==> config.mk <==
export PLATFORM = sky130hd
export DESIGN_NAME = fifo_controller
export DESIGN_NICKNAME = d
export VERILOG_FILES = /design/src/rtl/fifo_controller_pkg.sv /design/src/rtl/fifo_controller_rr_arbiter.sv /design/src/rtl/fifo_controller.sv
export SDC_FILE = /design/constraint.sdc
export NUM_CORES = 1
export LEC_CHECK = 0
export ABC_CLOCK_PERIOD_IN_PS = 1620
export CELL_PAD_IN_SITES_DETAIL_PLACEMENT = 2
export CELL_PAD_IN_SITES_GLOBAL_PLACEMENT = 2
export CORE_UTILIZATION = 30
export DETAILED_ROUTE_END_ITERATION = 16
export GPL_ROUTABILITY_DRIVEN = 0
export PLACE_DENSITY = 0.7
export SYNTH_ARGS = -nofsm -noshare
export SYNTH_HDL_FRONTEND = slang
export SYNTH_SLANG_ARGS = --single-unit
==> constraint.sdc <==
create_clock -name clk -period 1.62 [get_ports clk]
set_input_delay 0.243 -clock clk [delete_from_list [all_inputs] [get_ports clk]]
set_output_delay 0.243 -clock clk [all_outputs]
set_load 0.01 [all_outputs]
==> src/rtl/fifo_controller_pkg.sv <==
// ---------------------------------------------------------------------------
// fifo_controller_pkg
//   Shared definitions for the multiplexed-pointer FIFO sequencer.
//   - state_t      : 3-bit FSM state encoding
//   - GRANT_*      : encoding of the last side granted (round-robin memory)
//   - depth_of()   : usable FIFO entries for a given pointer width
//                    (location 0 is reserved, so one less than 2**(aw+1))
// ---------------------------------------------------------------------------
package fifo_controller_pkg;

  typedef enum logic [2:0] {
    S_INIT   = 3'd0,
    S_IDLE   = 3'd1,
    S_W_ADDR = 3'd2,
    S_W_MEM  = 3'd3,
    S_R_ADDR = 3'd4,
    S_R_MEM  = 3'd5,
    S_R_DONE = 3'd6
  } state_t;

  localparam logic GRANT_READ  = 1'b0;
  localparam logic GRANT_WRITE = 1'b1;

  function automatic int depth_of(input int add_width);
    return (1 << (add_width + 1)) - 1;
  endfunction

endpackage

==> src/rtl/fifo_controller_rr_arbiter.sv <==
// ---------------------------------------------------------------------------
// fifo_rr_arbiter
//   Two-way round-robin arbiter for the shared FIFO address pointer.
//   Purely combinational.
//   Ports:
//     wr_elig    in  writer has a request that may be served (not full)
//     rd_elig    in  reader has a request that may be served (not empty)
//     last_grant in  side served most recently (GRANT_WRITE / GRANT_READ)
//     grant_wr   out grant the writer
//     grant_rd   out grant the reader
//   At most one grant is asserted. When both sides are eligible the side
//   opposite last_grant wins.
// ---------------------------------------------------------------------------
module fifo_rr_arbiter
  import fifo_controller_pkg::*;
(
  input  logic wr_elig,
  input  logic rd_elig,
  input  logic last_grant,
  output logic grant_wr,
  output logic grant_rd
);

  logic contention;

  assign contention = wr_elig & rd_elig;

  assign grant_wr = wr_elig & (~contention | (last_grant == GRANT_READ));
  assign grant_rd = rd_elig & (~contention | (last_grant == GRANT_WRITE));

endmodule

==> src/rtl/fifo_controller.sv <==
// ---------------------------------------------------------------------------
// fifo_controller
//   Sequencer between a writer and a reader requester and the shared
//   pointer/RAM datapath of a multiplexed-pointer FIFO. Serializes accesses
//   onto the single address pointer, keeps its own occupancy count and
//   rejects overflow/underflow requests without touching the datapath.
//
//   Ports:
//     clk          in   system clock, rising edge
//     Clear        in   asynchronous active-high reset
//     wr_req       in   writer request, held until wr_ack or wr_err
//     rd_req       in   reader request, held until rd_ack or rd_err
//     wr_ack       out  pulse: write committed to RAM
//     rd_ack       out  pulse: read data valid on RAM output
//     wr_err       out  pulse: write rejected, FIFO full
//     rd_err       out  pulse: read rejected, FIFO empty
//     sel          out  pointer mux select (1 = write ptr, 0 = read ptr)
//     EnableP      out  pointer enable, one cycle per granted access
//     ram_we       out  RAM write strobe
//     ram_re       out  RAM read strobe
//     ptr_clear_n  out  active-low synchronous clear to the pointer
//     count        out  occupancy 0..DEPTH
//     full         out  count == DEPTH (registered)
//     empty        out  count == 0     (registered)
//
//   Sequences (all outputs are registered, decoded for the state entered):
//     write : IDLE -> W_ADDR -> W_MEM -> IDLE            (3 cycles)
//     read  : IDLE -> R_ADDR -> R_MEM -> R_DONE -> IDLE  (4 cycles)
// ---------------------------------------------------------------------------
module fifo_controller
  import fifo_controller_pkg::*;
#(
  parameter int ADD_WIDTH = 4
) (
  input  logic               clk,
  input  logic               Clear,
  input  logic               wr_req,
  input  logic               rd_req,
  output logic               wr_ack,
  output logic               rd_ack,
  output logic               wr_err,
  output logic               rd_err,
  output logic               sel,
  output logic               EnableP,
  output logic               ram_we,
  output logic               ram_re,
  output logic               ptr_clear_n,
  output logic [ADD_WIDTH:0] count,
  output logic               full,
  output logic               empty
);

  localparam int                 DEPTH     = depth_of(ADD_WIDTH);
  localparam logic [ADD_WIDTH:0] DEPTH_CNT = DEPTH[ADD_WIDTH:0];
  localparam logic [ADD_WIDTH:0] CNT_ONE   = {{ADD_WIDTH{1'b0}}, 1'b1};

  state_t state;
  logic   last_grant;
  logic   wr_elig;
  logic   rd_elig;
  logic   grant_wr;
  logic   grant_rd;

  assign wr_elig = wr_req & ~full;
  assign rd_elig = rd_req & ~empty;

  fifo_rr_arbiter u_arb (
    .wr_elig    (wr_elig),
    .rd_elig    (rd_elig),
    .last_grant (last_grant),
    .grant_wr   (grant_wr),
    .grant_rd   (grant_rd)
  );

  always_ff @(posedge clk or posedge Clear) begin
    if (Clear) begin
      state       <= S_INIT;
      count       <= '0;
      empty       <= 1'b1;
      full        <= 1'b0;
      last_grant  <= GRANT_READ;
      sel         <= 1'b0;
      EnableP     <= 1'b0;
      ram_we      <= 1'b0;
      ram_re      <= 1'b0;
      wr_ack      <= 1'b0;
      rd_ack      <= 1'b0;
      wr_err      <= 1'b0;
      rd_err      <= 1'b0;
      ptr_clear_n <= 1'b1;
    end else begin
      // Strobes and pulses default low; sel is deliberately not defaulted
      // so the pointer mux holds its last value between accesses.
      EnableP     <= 1'b0;
      ram_we      <= 1'b0;
      ram_re      <= 1'b0;
      wr_ack      <= 1'b0;
      rd_ack      <= 1'b0;
      wr_err      <= 1'b0;
      rd_err      <= 1'b0;
      ptr_clear_n <= 1'b1;

      unique case (state)
        // First INIT cycle launches the pointer clear, second one releases
        // it and moves on, so ptr_clear_n is low for exactly one cycle.
        S_INIT: begin
          if (ptr_clear_n) begin
            ptr_clear_n <= 1'b0;
          end else begin
            state <= S_IDLE;
          end
        end

        S_IDLE: begin
          // The requester is still holding its request during the cycle the
          // error pulse is visible; masking with the current pulse keeps a
          // single rejection from turning into a two-cycle error.
          wr_err <= wr_req & full  & ~wr_err;
          rd_err <= rd_req & empty & ~rd_err;
          if (grant_wr) begin
            state   <= S_W_ADDR;
            sel     <= 1'b1;
            EnableP <= 1'b1;
          end else if (grant_rd) begin
            state   <= S_R_ADDR;
            sel     <= 1'b0;
            EnableP <= 1'b1;
          end
        end

        S_W_ADDR: begin
          state  <= S_W_MEM;
          ram_we <= 1'b1;
          wr_ack <= 1'b1;
        end

        S_W_MEM: begin
          state      <= S_IDLE;
          count      <= count + CNT_ONE;
          full       <= ((count + CNT_ONE) == DEPTH_CNT);
          empty      <= 1'b0;
          last_grant <= GRANT_WRITE;
        end

        S_R_ADDR: begin
          state  <= S_R_MEM;
          ram_re <= 1'b1;
        end

        S_R_MEM: begin
          state  <= S_R_DONE;
          rd_ack <= 1'b1;
        end

        S_R_DONE: begin
          state      <= S_IDLE;
          count      <= count - CNT_ONE;
          empty      <= (count == CNT_ONE);
          full       <= 1'b0;
          last_grant <= GRANT_READ;
        end

        default: begin
          state <= S_INIT;
        end
      endcase
    end
  end

  // Occupancy can only move when the opposite bound is not reached.
  a_no_overflow: assert property (@(posedge clk) disable iff (Clear)
    (state == S_W_MEM) |-> (count != DEPTH_CNT));

  a_no_underflow: assert property (@(posedge clk) disable iff (Clear)
    (state == S_R_DONE) |-> (count != '0));

  a_flags_track_count: assert property (@(posedge clk) disable iff (Clear)
    (full == (count == DEPTH_CNT)) && (empty == (count == '0)));

  a_enable_only_in_addr: assert property (@(posedge clk) disable iff (Clear)
    EnableP |-> ((state == S_W_ADDR) || (state == S_R_ADDR)));

endmodule

After elaboration in Yosys (flattened, before gate mapping):

Cells that the tools add are included.

* add/sub/neg operators: 2
* equality and inequality tests: 10
* muxes and demuxes: 20
* bitwise operators: 17
* reduce and logical (&&, ||, !) cells: 6

Operator list (number)
* case mux 3 bit (6 select lines): 1
* 2-to-1 mux 1 bit: 12
* case mux 5 bit (2 select lines): 1
* AND 1 bit: 9
* equality test 3 bit (second input constant): 3
* 2-to-1 mux 3 bit: 3
* equality test 3 x 2 -> 1 bit (second input constant): 2
* NOT 1 bit: 6
* case mux 1 bit (2 select lines): 3
* adder 5 x 1 -> 5 bit (second input constant): 1
* equality test 5 x 1 -> 1 bit (second input constant): 1
* equality test 5 bit (second input constant): 1
* subtractor 5 x 1 -> 5 bit (second input constant): 1
* AND reduction 2 bit: 2
* nonzero test 2 bit: 2
* equality test 3 x 1 -> 1 bit (second input constant): 1
* zero test 3 bit: 1
* != test 3 bit (second input constant): 1
* != test 2 bit (second input constant): 1
* OR 1 bit: 2
* OR reduction 2 bit: 1

* flip-flop bits (word level): 19
* input port bits: 4
* output and inout bits: 16
* logic and storage cells: 68

Longest topological paths before layout:

Gate-level depths: netlist of run 1.

* depth in word-level cells: 9
* mapped depth: 6
* mapped depth without buffers: 5

Modules after synthesis:

Synthesis of run 1 repeated with hierarchy kept, for this count alone.

* cell total of the unflattened synthesis: 102
* area total of the unflattened synthesis: 1037.2 sq um

By module, submodules not included
* fifo_controller: times used 1, cells each 99, area an instance 1018.5 sq um
* fifo_rr_arbiter: times used 1, cells each 3, area an instance 18.8 sq um

Least setup slack after synthesis of run 1:

No wires, ideal clock.

* path type: reg2reg
* start: reg count[1]
* end: reg full
* setup time: 0.083 ns
* arrival: 1.274 ns
* data required time: 1.537 ns
* slack: 0.264 ns
* cell stages (with the launch flop): 6
* buffers on the path: 0
* clock period less this slack: 1.356 ns
* path through: dfrtp_1 > ha_1 > nand2_1 > o31ai_1 > a22oi_1 > o21ai_0

* cells in the longest elaborated chain, start to end: 3

Ends and longest elaborated chain
* start, declared: line fifo_controller.sv:48 `output logic [ADD_WIDTH:0] count,`
* start signal, assigned: line fifo_controller.sv:139 `count <= count + CNT_ONE;`
* start signal, assigned: line fifo_controller.sv:157 `count <= count - CNT_ONE;`
* adder 5 x 1 -> 5 bit: line fifo_controller.sv:140 `full <= ((count + CNT_ONE) == DEPTH_CNT);`
* equality test 5 bit: line fifo_controller.sv:140
* case mux 1 bit (2 select lines): line fifo_controller.sv:103 `unique case (state)`
* end signal, assigned: line fifo_controller.sv:140
* end, declared: line fifo_controller.sv:49 `output logic full,`

No other way between the ends.
A chain may end at the register's enable or synchronous reset.

Worst setup path after layout of run 1:

* start: reg count[0]
* end: out count[0]

No word-level cell between the ends.

==> summary.txt, run 1 <==
Synth
  – Yosys cell types: 38
  – Seq/Total Area, Yosys: 49.80%
  – Post-Synth XOR/XNOR Area: 4.563%
  – Average size of a mapped cell: 11.16 um^2
  – Syn Nets: 94
  – Synth Area in Adders: 5.215%
  – Mux share of post-synthesis cell area: 1.173%
  – Largest family of logic cells by synthesized area: simple AND/OR/NAND/NOR gates
  – Seq cells post-synth: 19
  – Synth Area in Compound Gates: 13.56%
  – Synthesized instance count: 86
  – Synth Area in Simple Gates: 20.47%
  – Synthesized area: 959.7 um^2
  – Warnings, synthesis: 0

Die
  – Area of the core: 3053 um^2
  – Die height: 58.56 um
  – Chip Width: 58.56 um
  – Top-Level Pins: 20
  – Row cnt: 20
  – Starting Density: 31.43%
  – DIE AREA: 3429 um^2

Setup path
  – Worst r2r dst: count[3]$_DFFE_PP0P_
  – RR Startpoint: state[2]$_DFFE_PP0P_
  – Critical path startpoint category: flop
  – Crit Path Max Fanout: 7
  – CP required: 1380 ps
  – Kind of critical path: reg2out
  – R2R Setup Slk: 190 ps
  – CP peak stage delay: 550 ps
  – Crit end category: output port
  – R2R depth: 4
  – Worst path bufs/invs: 1
  – CP top delay family: buffers and inverters
  – CP arrival: 1300 ps
  – Critical-path top delay cell: clkdlybuf4s50_1
  – Critical-path cell list: clkdlybuf4s50_1

GRT
  – GR Overflow Total: 0
  – Vias in the first global route: 793
  – Overall Global Routing Usage: 15.46%
  – Global-route wire length before repair: 3877 um
  – Initial antenna violation count: 0
  – Pin count of the biggest net entering global routing: 20

Clocking
  – Clock sinks: 19
  – Clock root buffer: clkbuf_4
  – Num CTS Buffers: 3
  – CTS H-Tree Depth: 1
  – Clk pin slew, worst setup/hold paths: 110 ps
  – Cts hold-fix bufs: 0
  – Clk buf depth: 2
  – Clk_lat worst skew: 300 ps
  – CTS tree: built

Place
  – Pre-CTS setup slack: -105.0 ps
  – HPWL Detailed: 1696 um
  – Port buffer count: 19
  – Cells after DPL: 151

Power
  – Static Leak: 0.5412 nW
  – Reg power frac: 38.0%
  – Pwr per Cell Area: 1798 nW/um^2
  – Internal power: 1.384 mW
  – Clock network power share: 10.7%
  – Comb power frac: 51.3%
  – VDD IR max: 664.0 uV
  – Overall Power: 2.285 mW
  – Switching Fraction: 39.45%
  – Sw Pwr: 0.9016 mW

STA
  – Clk_skew: 6.038 ps
  – Fin. Hold Viols: 0
  – Max Clock Freq: 646.8 MHz
  – # setup viols final: 0
  – Worst Tran Pin Value: 337.5 ps
  – Fin Setup TNS: 0 ps
  – Setup WS post-layout: 73.81 ps
  – Period utilisation layout: 95.44%
  – Min cycle time layout: 1546 ps
  – Tightest hold margin: 248.5 ps
  – Final Max Slew Viols: 0
  – Slew Limit Headroom: 77.50%
  – RSZ-0062 raised after global routing: no

Cells and area
  – Fillers: 336
  – Non-filler cells, final: 159
  – Final net count: 124
  – Antenna diodes: 0
  – Area of the multi-input gates: 431.7 um^2
  – Area growth syn-to-layout: 32.46%
  – Share of layout cells above drive strength 1: 25.22%
  – Storage cell area: 481.7 um^2

Routing
  – DRC Markers: 0
  – Post-route ant nets: 0
  – Vias per cell: 4.811
  – Routed wire length per instance: 14.71 um
  – Drt pass-1 iters: 4
  – Routed wire length: 2339 um
  – Drt initial violations: 21
  – Via Count: 765

Hold path
  – Hold Path Class: in2async

Status
  – Outcome: complete, no violations

Job
  – Max Cap Violations: 0
cell usage in the layout (no fill, tap or decap), types with 2 or more instances in the layout:
master and n:
clkdlybuf4s50_1 16, dfrtp_1 14, buf_4 10, nand2_1 5, inv_1 4, o21ai_0 4
nor2_1 4, ha_1 4, a21oi_1 3, and2_1 3, xnor2_1 3, nor3_1 3
clkbuf_4 3, dfrtp_2 3, dlygate4sd2_1 3, nor2b_1 2, or2_2 2, o31ai_1 2
a22oi_1 2, xor2_1 2, nand3_1 2, dfstp_2 2
worst register-to-register path, cell delays in order, from the launching register on:
cell and delay (ps):
dfrtp_1 490, and3b_1 460, nand3_1 140, o41ai_2 70
xor2_1 190
synthesized netlist by cell type, drive strengths merged:
| cell type | instances | area [um^2] |
|---|---|---|
| dfrtp | 17 | 425.4 |
| nand2 | 6 | 25.03 |
| nor2 | 5 | 21.27 |
| ha | 4 | 50.05 |
| inv | 4 | 15.01 |
| o21ai | 4 | 20.02 |
| a21oi | 3 | 15.01 |
| and2 | 3 | 18.77 |
| buf | 3 | 30.03 |
| nor3 | 3 | 15.01 |
| xnor2 | 3 | 26.28 |
| a22oi | 2 | 15.01 |
| and3b | 2 | 18.77 |
| dfstp | 2 | 52.55 |
| nand3 | 2 | 10.01 |
| nor2b | 2 | 12.51 |
| nor4b | 2 | 23.77 |
| o31ai | 2 | 15.01 |
| or2 | 2 | 12.51 |
| xor2 | 2 | 17.52 |
| a21boi | 1 | 7.510 |
| a21o | 1 | 8.760 |
| a22o | 1 | 8.760 |
| a41oi | 1 | 16.27 |
| and2b | 1 | 8.760 |
| clkbuf | 1 | 5.000 |
| mux2 | 1 | 11.26 |
| nand2b | 1 | 6.260 |
| nand3b | 1 | 7.510 |
| nand4b | 1 | 8.760 |
| nor3b | 1 | 7.510 |
| o211ai | 1 | 7.510 |
| o41ai | 1 | 16.27 |
registers in the layout (all words and copies together), names as in the netlist:
name / count
sel: 1
last_grant: 1
ram_re: 1
ptr_clear_n: 1
full: 1
rd_err: 1
wr_err: 1
rd_ack: 1
count: 5
EnableP: 1
state: 3
ram_we: 1
empty: 1
power groups by stage:
stage | Sequential [mW] | Clock (mW) | Combinational (mW)
2_1_floorplan | 0.904 | 0 | 0.602
3_3_place_gp | 0.880 | 0 | 1.05
3_5_place_dp | 0.895 | 0 | 1.10
4_1_cts | 0.895 | 0.260 | 1.09
5_1_grt | 0.899 | 0.285 | 1.29
6_report | 0.870 | 0.244 | 1.17
kinds of logic after synthesis:
family / after synthesis
multiplexers: 1
XOR/XNOR: 5
flip-flops: 19
buffers and inverters: 8
adder cells (fa/ha/maj): 4
AO/OA/AOI/OAI: 17
AND/OR/NAND/NOR: 32
cell type report:
cell class              instances  area share (%)
clock buffers                   4           2.067
inverters                       4           1.181
repair buffers                 29           20.57
multi-input cells              59           33.96
well taps                      44           4.331
flip-flops and latches         19           37.89
metal layers:
layer	global-route usage, %	vias to the layer above	wire length (um)
met1	19.28	393	1030
li1	-	356	-
met3	4.615	2	80
met5	0	-	0
met4	5.102	0	24
met2	25.62	14	1204
per-stage QoR:
stage	instance area (um^2)	util (%)
after detailed placement	1215	39.80
after CTS	1240	40.61
after global placement	1215	39.80
after floorplan	959.7	-
after global routing	1271	41.64
final	1271	41.64
how the worst max path moves through the flow:
stage                                     from                   end  slack [ps]  depth (start not counted)
after floorplan           count[1]$_DFFE_PP0P_      full$_DFFE_PP0P_         260                          5
after global placement                  rd_req       sel$_DFFE_PP0P_          -4                          6
after detailed placement                rd_req  state[2]$_DFFE_PP0P_        -110                          6
after CTS                 count[4]$_DFFE_PP0P_              count[4]           7                          1
after global routing      count[0]$_DFFE_PP0P_              count[0]           5                          1
final                     count[0]$_DFFE_PP0P_              count[0]          70                          1
what timing repair did:
action                                  CTS  global route
buffers inserted                          0             4
gates resized for setup                   5             1
endpoints found under the setup margin    5             3
No activity file was read; power rests on OpenSTA's default activity.
==> run 2, diff against run 1 <==
CTS_CLUSTER_DIAMETER = 200   (was default)
==> results of run 2 <==
No change in the layout: final DEF, timing and power equal those of run 1.
